File: src/rtl/led_bank_arbiter.sv
// Shares the 8-bit LED bank between the idle (cylon) pattern and three alert
// requesters; highest index wins, and each alert is held a minimum number of ticks.
module led_bank_arbiter #(
  parameter int MXPRE      = 21,
  parameter int HOLD_TICKS = 4
) (
  input  logic        clock,
  input  logic        reset_n,
  input  logic [7:0]  idle_pat,
  input  logic [2:0]  req,
  input  logic [23:0] pat,
  input  logic [2:0]  blink,
  output logic [2:0]  ack,
  output logic        busy,
  output logic [1:0]  owner,
  output logic [7:0]  q
);

  localparam int HW = $clog2(HOLD_TICKS + 1);
  localparam logic [HW-1:0] HOLD_MAX = HW'(HOLD_TICKS);

  localparam logic [1:0] IDLE = 2'd0;
  localparam logic [1:0] SHOW = 2'd1;
  localparam logic [1:0] DONE = 2'd2;

  logic [1:0]       state;
  logic [MXPRE-1:0] prescaler;
  logic             tick;
  logic [HW-1:0]    hold_cnt;
  logic             phase;
  logic [7:0]       pat_r;
  logic             blink_r;
  logic [1:0]       grant_idx;
  logic [1:0]       cur_idx;
  logic [7:0]       pat_sel;
  logic             blink_sel;
  logic             cur_req;
  logic             higher_req;

  assign tick    = &prescaler;
  // owner holds the granted index plus one, so the current alert needs no extra register
  assign cur_idx = owner - 2'd1;

  always_comb begin
    grant_idx  = 2'd0;
    pat_sel    = 8'h00;
    blink_sel  = 1'b0;
    cur_req    = 1'b0;
    higher_req = 1'b0;
    for (int i = 0; i < 3; i++) begin
      if (req[i]) grant_idx = 2'(i);
      if (req[i] && (2'(i) > cur_idx)) higher_req = 1'b1;
      if (2'(i) == cur_idx) cur_req = req[i];
    end
    for (int i = 0; i < 3; i++) begin
      if (2'(i) == grant_idx) begin
        pat_sel   = pat[8*i +: 8];
        blink_sel = blink[i];
      end
    end
  end

  always_ff @(posedge clock or negedge reset_n) begin
    if (!reset_n) prescaler <= '0;
    else          prescaler <= prescaler + 1'b1;
  end

  always_ff @(posedge clock or negedge reset_n) begin
    if (!reset_n) begin
      state    <= IDLE;
      q        <= 8'h00;
      ack      <= 3'b000;
      busy     <= 1'b0;
      owner    <= 2'd0;
      hold_cnt <= '0;
      phase    <= 1'b1;
      pat_r    <= 8'h00;
      blink_r  <= 1'b0;
    end else begin
      ack <= 3'b000;
      case (state)
        IDLE: begin
          if (|req) begin
            pat_r    <= pat_sel;
            blink_r  <= blink_sel;
            hold_cnt <= '0;
            phase    <= 1'b1;
            owner    <= grant_idx + 2'd1;
            busy     <= 1'b1;
            q        <= pat_sel;
            state    <= SHOW;
          end else begin
            q     <= idle_pat;
            owner <= 2'd0;
            busy  <= 1'b0;
          end
        end
        SHOW: begin
          q <= (blink_r && !phase) ? 8'h00 : pat_r;
          if (tick) begin
            if (hold_cnt != HOLD_MAX) hold_cnt <= hold_cnt + HW'(1);
            phase <= ~phase;
          end
          // Release only after the minimum hold, and only to a drop or a higher requester
          if (hold_cnt == HOLD_MAX && (!cur_req || higher_req)) begin
            ack   <= 3'b001 << cur_idx;
            state <= DONE;
          end
        end
        DONE: begin
          q     <= idle_pat;
          owner <= 2'd0;
          busy  <= 1'b0;
          state <= IDLE;
        end
        default: state <= IDLE;
      endcase
    end
  end

endmodule

File: config.mk
export PLATFORM = sky130hd
export DESIGN_NAME = led_bank_arbiter
export DESIGN_NICKNAME = d
export VERILOG_FILES = /design/src/rtl/led_bank_arbiter.sv
export SDC_FILE = /design/constraint.sdc
export NUM_CORES = 1
export LEC_CHECK = 0
export CAP_MARGIN = 20
export CORE_UTILIZATION = 45
export DETAILED_ROUTE_END_ITERATION = 10
export PLACE_DENSITY_LB_ADDON = 0.3
export SETUP_SLACK_MARGIN = 0.15
export SLEW_MARGIN = 20
export SYNTH_ARGS = -nofsm -noshare
export SYNTH_HDL_FRONTEND = slang
export SYNTH_SLANG_ARGS = --single-unit
File: constraint.sdc
create_clock -name clock -period 4.4 [get_ports clock]
set_input_delay 0.88 -clock clock [delete_from_list [all_inputs] [get_ports clock]]
set_output_delay 0.88 -clock clock [all_outputs]
set_load 0.01 [all_outputs]
==> results.sh, run 1 <==
export IMPL_start_util=0.470
export IMPL_dpl_worst_slack_ps=1380
export IMPL_critical_path_maximum_fanout=19
export IMPL_via_count=2074
export IMPL_worst_setup_hold_path_clk_slew_ps=90
export IMPL_cts_root_buffer="clkbuf_8"
export IMPL_post_synthesis_register_bit_count=50
export IMPL_setup_worst_path_class="input pin to flip-flop"
export IMPL_detail_route_wirelength_um=5330
export IMPL_firstDrtPassIters=4
export IMPL_synthDominantAreaCellType="dfrtp_1"
export IMPL_remaining_drc_errors=0
export IMPL_nFillCells=493
export IMPL_post_synth_cell_area_avg_um2=9.69
export IMPL_slew_headroom=0.589
export IMPL_holdWs_ps=449
export IMPL_whs_path_depth=1
export IMPL_fin_crit_sh=0.621
export IMPL_hpwlAfterDp_um=3940
export IMPL_hold_end="prescaler[0]"
export IMPL_post_synth_inst_count=269
export IMPL_rsz0062_at_grt="no"
export IMPL_synth_simple_gate_area_share=0.166
export IMPL_groute_usage_overall=0.189
export IMPL_result_of_the_run="completed"
export IMPL_synth_compound_area_share=0.160
export IMPL_place_congestion=0.750
export IMPL_h_tree_depth=2
export IMPL_power_density_cell_area_mw_per_mm2=416
export IMPL_num_nets_final=370
export IMPL_reg2reg_to="q[5]"
export IMPL_yosysTopAreaCellShare=0.470
export IMPL_antenna_nets_post_route=0
export IMPL_place_inst=385
export IMPL_crit_path_start_kind="input pin"
export IMPL_dr_first_iter_drc_count=80
export IMPL_clkLatencyLatePin_ps=290
export IMPL_coreArea_mm2=0.00554
export IMPL_primary_flip_flop_cell_chosen_by_synthesis_mapping="dfrtp_1"
export IMPL_final_core_utilization=0.591
export IMPL_final_max_slew_viol_count=0
export IMPL_cts_tree="yes"
export IMPL_layout_area_overhead_vs_synth_pct=25.6
export IMPL_muxShareOfSynthArea=0.0346
export IMPL_number_of_global_route_vias_before_repair=2009
export IMPL_period_needed_ps=2730
export IMPL_ir_drop_mv=0.181
export IMPL_synthTopCellsByArea="dfrtp_1 47%, a221oi_1 5.4%, ha_1 4.8%, nor2_1 4.8%, xnor2_1 3.7%"
export IMPL_static_leakage_power_nw=1.50
export IMPL_antenna_found_initial=0
export IMPL_die_h_um=78.1
export IMPL_setup_crit_end_kind="flip-flop"
export IMPL_drive_gt1_frac=0.0469
export IMPL_die_x_um=78.1
export IMPL_ff2ff_setup_slack_ps=2160
export IMPL_antennaDiodeCount=0
export IMPL_cts_buffer_depth=2
export IMPL_crit_arrival_ps=2930
export IMPL_setup_ws_post_layout_ps=1670
export IMPL_synth_cell_area_mm2=0.00261
export IMPL_largest_net_degree_at_the_start_of_global_routing=51
export IMPL_synth_xor_xnor_area_share=0.0639
export IMPL_report_final_hold_viol_count=0
export IMPL_core_rowCount=27
export IMPL_yosysSeqAreaShare=0.481
export IMPL_largest_family_of_logic_cells_by_synthesized_area="simple AND/OR/NAND/NOR gates"
export IMPL_synth_adder_area_share=0.0480
export IMPL_max_cap_violations=0
export IMPL_critical_path_reg2reg_startpoint="state[1]"
export IMPL_worstHoldStart="prescaler[0]"
export IMPL_ys_async_sr_fraction=1.00
export IMPL_cts_resized=0
export IMPL_layoutNonFillerInstCount=392
export IMPL_cts_post_setup_buffers_inserted=0
export IMPL_routed_wire_length_per_instance_um=13.6
export IMPL_grt_pass1_wl_um=9110
export IMPL_setup_total_negative_slack_ps=0
export IMPL_io_buffers=53
export IMPL_synth_edf_count=0
export IMPL_floorplan_die_area_mm2=0.00610
export IMPL_post_synthesis_cell_type_count=36
export IMPL_cts_num_sinks=50
export IMPL_grt_remaining_overflow=0
export IMPL_pin_count=54
export IMPL_finalSetupViolCount=0
export IMPL_synth_net_count=319
export IMPL_worst_ep_required_time_ps=4600
export IMPL_yosysWarningCount=0
export IMPL_worst_slew_pin_slew_ps=612
export IMPL_tritoncts_num_buffers=5
export IMPL_cts_hold_repair_buffers=0
export IMPL_holdCritPathClass="flip-flop to flip-flop"
export IMPL_clock_fmax_mhz=366
export IMPL_route_detailed_vias_per_inst=5.29
export IMPL_final_setup_skew_ps=7.69
export IMPL_reg2reg_depth=6
==> routing by layer <==
| layer | track usage | routed length, um | vias up |
|---|---|---|---|
| li1 | - | - | 1044 |
| met1 | 0.252 | 2520 | 977 |
| met2 | 0.301 | 2430 | 46 |
| met3 | 0.0430 | 295 | 7 |
| met4 | 0.0722 | 75 | 0 |
| met5 | 0 | 0 | - |
==> area by class of cell <==
class,count,area [um2],share of cell area
clock buffers,6,72.6,0.0222
clock inverters,1,7.51,0.00229
inverters,20,75.1,0.0229
multi-input cells,188,1230,0.377
flip-flops and latches,50,1250,0.383
well taps,72,90.1,0.0275
repair buffers,55,543,0.166
==> stage by stage <==
| stage | cell area, um2 | total power [W] |
|---|---|---|
| 2_1_floorplan | 2610 | 0.000915 |
| 3_3_place_gp | 3190 | 0.00112 |
| 3_5_place_dp | 3190 | 0.00113 |
| 4_1_cts | 3270 | 0.00138 |
| 5_1_grt | 3270 | 0.00147 |
| 6_report | 3270 | 0.00136 |
==> flip-flops by register name (all words and copies together) (netlist names) <==
register and count:
ack 3, blink_r 1, busy 1, hold_cnt 3, owner 2, pat_r 8, phase 1, prescaler 21
q 8, state 2
==> layout by cell type, fill, tap and decap left out, types with 9 or more instances in the layout <==
cell              n
mux2i_1           9
dfrtp_1          49
a21oi_1          17
clkdlybuf4s50_1  52
a221oi_1         16
o21ai_0          12
nor2_1           33
xnor2_1          11
nand2_1          22
ha_1             10
inv_1            19
==> cells in the mapped netlist, types with 6 or more instances <==
| cell | number |
|---|---|
| nand2_1 | 22 |
| mux2i_1 | 9 |
| xor2_1 | 8 |
| a21oi_1 | 17 |
| a21o_1 | 8 |
| nor2_1 | 33 |
| nand3_1 | 6 |
| xnor2_1 | 11 |
| dfrtp_1 | 49 |
| a221oi_1 | 16 |
| nor3_1 | 7 |
| ha_1 | 10 |
| o21ai_0 | 12 |
| clkbuf_1 | 6 |
| inv_1 | 19 |
==> power by group <==
part | switching [W] | total (W) | internal (W)
Clock | 0.000138 | 0.000247 | 0.000109
Combinational | 0.000263 | 0.000507 | 0.000244
Sequential | 0.0000561 | 0.000608 | 0.000552
Total | 0.000457 | 0.00136 | 0.000905
==> worst max-delay path by stage <==
stage | startpoint | end | slack, ps | depth (start not counted)
floorplan | req[1] | q[7] | 2180 | 6
global placement | req[1] | hold_cnt[2] | 1460 | 6
detailed placement | req[1] | hold_cnt[2] | 1380 | 6
CTS | req[1] | hold_cnt[2] | 1700 | 6
global route | req[2] | pat_r[3] | 1530 | 6
finish | req[1] | hold_cnt[2] | 1670 | 6
==> logic make-up (layout without fill, tap and decap cells) <==
family,count (synthesis),after routing
simple gates,88,88
compound gates,62,62
xor+xnor,19,19
fa+ha+maj,10,10
buf+inv,31,82
mux,9,9
flops,50,50
==> critical path, cell delays in order <==
cell             delay (ps)
clkdlybuf4s50_1         400
buf_4                   200
or3_1                   620
nand2_1                 490
a21oi_1                 130
a211oi_1                200
Power figures use the tool's default switching activity.
==> run 2: changes to the inputs <==
- clock period: 4.4 -> 2.7 ns (I/O delays scaled with it)
==> run 2 against run 1 <==
  * Sequential share of layout area decreased by 0.55 points
  * Clock power increased by 68%
  * Hold slack got worse by 200 ps
  * Die area unchanged
  * Power up 67%
  * Combinational power up 71%
  * Final area increased by 1.5%
  * Highest routed layer unchanged
==> results.sh, run 2 (synthesis results as in run 1) <==
export IMPL_groute_usage_overall=0.193
export IMPL_pin_count=54
export IMPL_clockPowerShare=0.183
export IMPL_finalSetupViolCount=0
export IMPL_number_of_global_route_vias_before_repair=2036
export IMPL_slew_headroom=0.560
export IMPL_clkLatencyLatePin_ps=300
export IMPL_die_x_um=78.1
export IMPL_die_h_um=78.1
export IMPL_multiInputGateArea_mm2=0.00123
export IMPL_largest_register="prescaler"
export IMPL_cts_root_buffer="clkbuf_8"
export IMPL_pwr_share_seq=0.436
export IMPL_share_comb_of_total_power=0.381
export IMPL_start_util=0.470
export IMPL_worst_setup_hold_path_clk_slew_ps=80
export IMPL_critical_path_maximum_fanout=7
export IMPL_static_leakage_power_nw=1.53
export IMPL_ir_drop_mv=0.351
export IMPL_dr_first_iter_drc_count=98
export IMPL_rsz0062_at_grt="no"
export IMPL_worst_ep_required_time_ps=2890
export IMPL_drive_gt1_frac=0.0583
export IMPL_final_setup_skew_ps=8.54
export IMPL_coreArea_mm2=0.00554
export IMPL_setup_ws_post_layout_ps=702
export IMPL_io_buffers=53
export IMPL_number_of_flip_flops_in_the_largest_register=21
export IMPL_cts_tree="yes"
export IMPL_cts_post_setup_buffers_inserted=0
export IMPL_worst_slew_pin_slew_ps=657
export IMPL_leading_cell_type_in_the_layout_fill_and_taps_excluded="clkdlybuf4s50_1"
export IMPL_final_max_slew_viol_count=0
export IMPL_setup_worst_path_class="input pin to flip-flop"
export IMPL_setup_total_negative_slack_ps=0
export IMPL_via_count=2138
export IMPL_num_nets_final=375
export IMPL_period_needed_ps=2000
export IMPL_max_cap_violations=0
export IMPL_cts_resized=0
export IMPL_sw_ratio=0.340
export IMPL_cts_buffer_depth=2
export IMPL_holdCritPathClass="input pin to asynchronous set/reset pin"
export IMPL_p_int_w=0.00150
export IMPL_h_tree_depth=2
export IMPL_grt_pass1_wl_um=9360
export IMPL_report_final_hold_viol_count=0
export IMPL_crit_arrival_ps=2190
export IMPL_switching_power_w=0.000774
export IMPL_remaining_drc_errors=0
export IMPL_clock_fmax_mhz=500
export IMPL_largestRegisters="prescaler: 21 flops, pat_r: 8 flops, q: 8 flops"
export IMPL_place_congestion=0.810
export IMPL_layout_cells_most_common_list="52 x clkdlybuf4s50_1, 49 x dfrtp_1, 33 x nor2_1"
export IMPL_route_detailed_vias_per_inst=5.37
export IMPL_nFillCells=480
export IMPL_grt_remaining_overflow=0
export IMPL_tritoncts_num_buffers=5
export IMPL_antenna_nets_post_route=0
export IMPL_power_density_cell_area_mw_per_mm2=686
export IMPL_dpl_worst_slack_ps=412
export IMPL_largest_net_degree_at_the_start_of_global_routing=29
export IMPL_detail_route_wirelength_um=5530
export IMPL_firstDrtPassIters=4
export IMPL_seq_area_mm2=0.00125
export IMPL_floorplan_die_area_mm2=0.00610
export IMPL_antennaDiodeCount=0
export IMPL_cts_hold_repair_buffers=0
export IMPL_crit_path_start_kind="input pin"
export IMPL_core_rowCount=27
export IMPL_hpwlAfterDp_um=3950
export IMPL_result_of_the_run="completed"
export IMPL_place_inst=390
export IMPL_cts_num_sinks=50
export IMPL_antenna_found_initial=0
export IMPL_fin_crit_sh=0.740
export IMPL_layout_area_overhead_vs_synth_pct=27.4
export IMPL_setup_crit_end_kind="flip-flop"
export IMPL_layoutNonFillerInstCount=398
export IMPL_routed_wire_length_per_instance_um=13.9
run 2: changes by cell type in the layout (fill, tap and decap cells not counted), sizes merged:
| cell | before | now |
|---|---|---|
| buf | 3 | 8 |
| clkbuf | 6 | 8 |
| clkinvlp | 1 | 0 |
run 2: path summary, 6_finish.rpt:
path,end,cells past startpoint,start,slack [ps]
max in group asynchronous,prescaler[3],2,reset_n,1890
min in group clock,prescaler[0],1,prescaler[0],460
setup reg to reg,hold_cnt[0],6,state[1],720
hold reg to reg,prescaler[0],1,prescaler[0],460
setup / recovery,hold_cnt[0],6,req[1],700
hold / removal,ack[1],1,reset_n,250
run 2: metal layers:
| metal | share of wire | vias up | GRT usage |
|---|---|---|---|
| met1 | 0.49 | 1027 | 0.261 |
| li1 | - | 1052 | - |
| met4 | 0.019 | 0 | 0.0796 |
| met5 | 0 | - | 0 |
| met2 | 0.45 | 50 | 0.303 |
| met3 | 0.046 | 9 | 0.0384 |
run 2: critical path, stage by stage:
cell             delay, ps
clkdlybuf4s50_1        520
nor3_1                 400
a21oi_1                150
o21ai_0                170
nor3_1                  80
a221o_1                320
run 2: power groups by stage:
stage / logic, W / registers [W] / clock network, W
6_report: 0.000868 / 0.000994 / 0.000416
2_1_floorplan: 0.000462 / 0.00103 / 0
5_1_grt: 0.000961 / 0.00101 / 0.000462
4_1_cts: 0.000872 / 0.000994 / 0.000431
3_3_place_gp: 0.000853 / 0.00100 / 0
3_5_place_dp: 0.000869 / 0.00101 / 0
run 2: area by class of cell:
type / count / share of cell area
tap: 72 / 0.0271
multi-input combinational: 188 / 0.371
timing repair buffer: 60 / 0.178
clock buffer: 8 / 0.0241
sequential: 50 / 0.377
inverter: 20 / 0.0226
run 2: stage by stage:
stage               hold WS [ps]  power (W)  cell area [um2]  utilization
CTS                          269    0.00230             3320        0.599
floorplan                    244    0.00149             2610            -
detailed placement           450    0.00188             3240        0.585
global placement             445    0.00186             3240        0.585
finish                       250    0.00228             3320        0.599
global route                 300    0.00243             3320        0.599
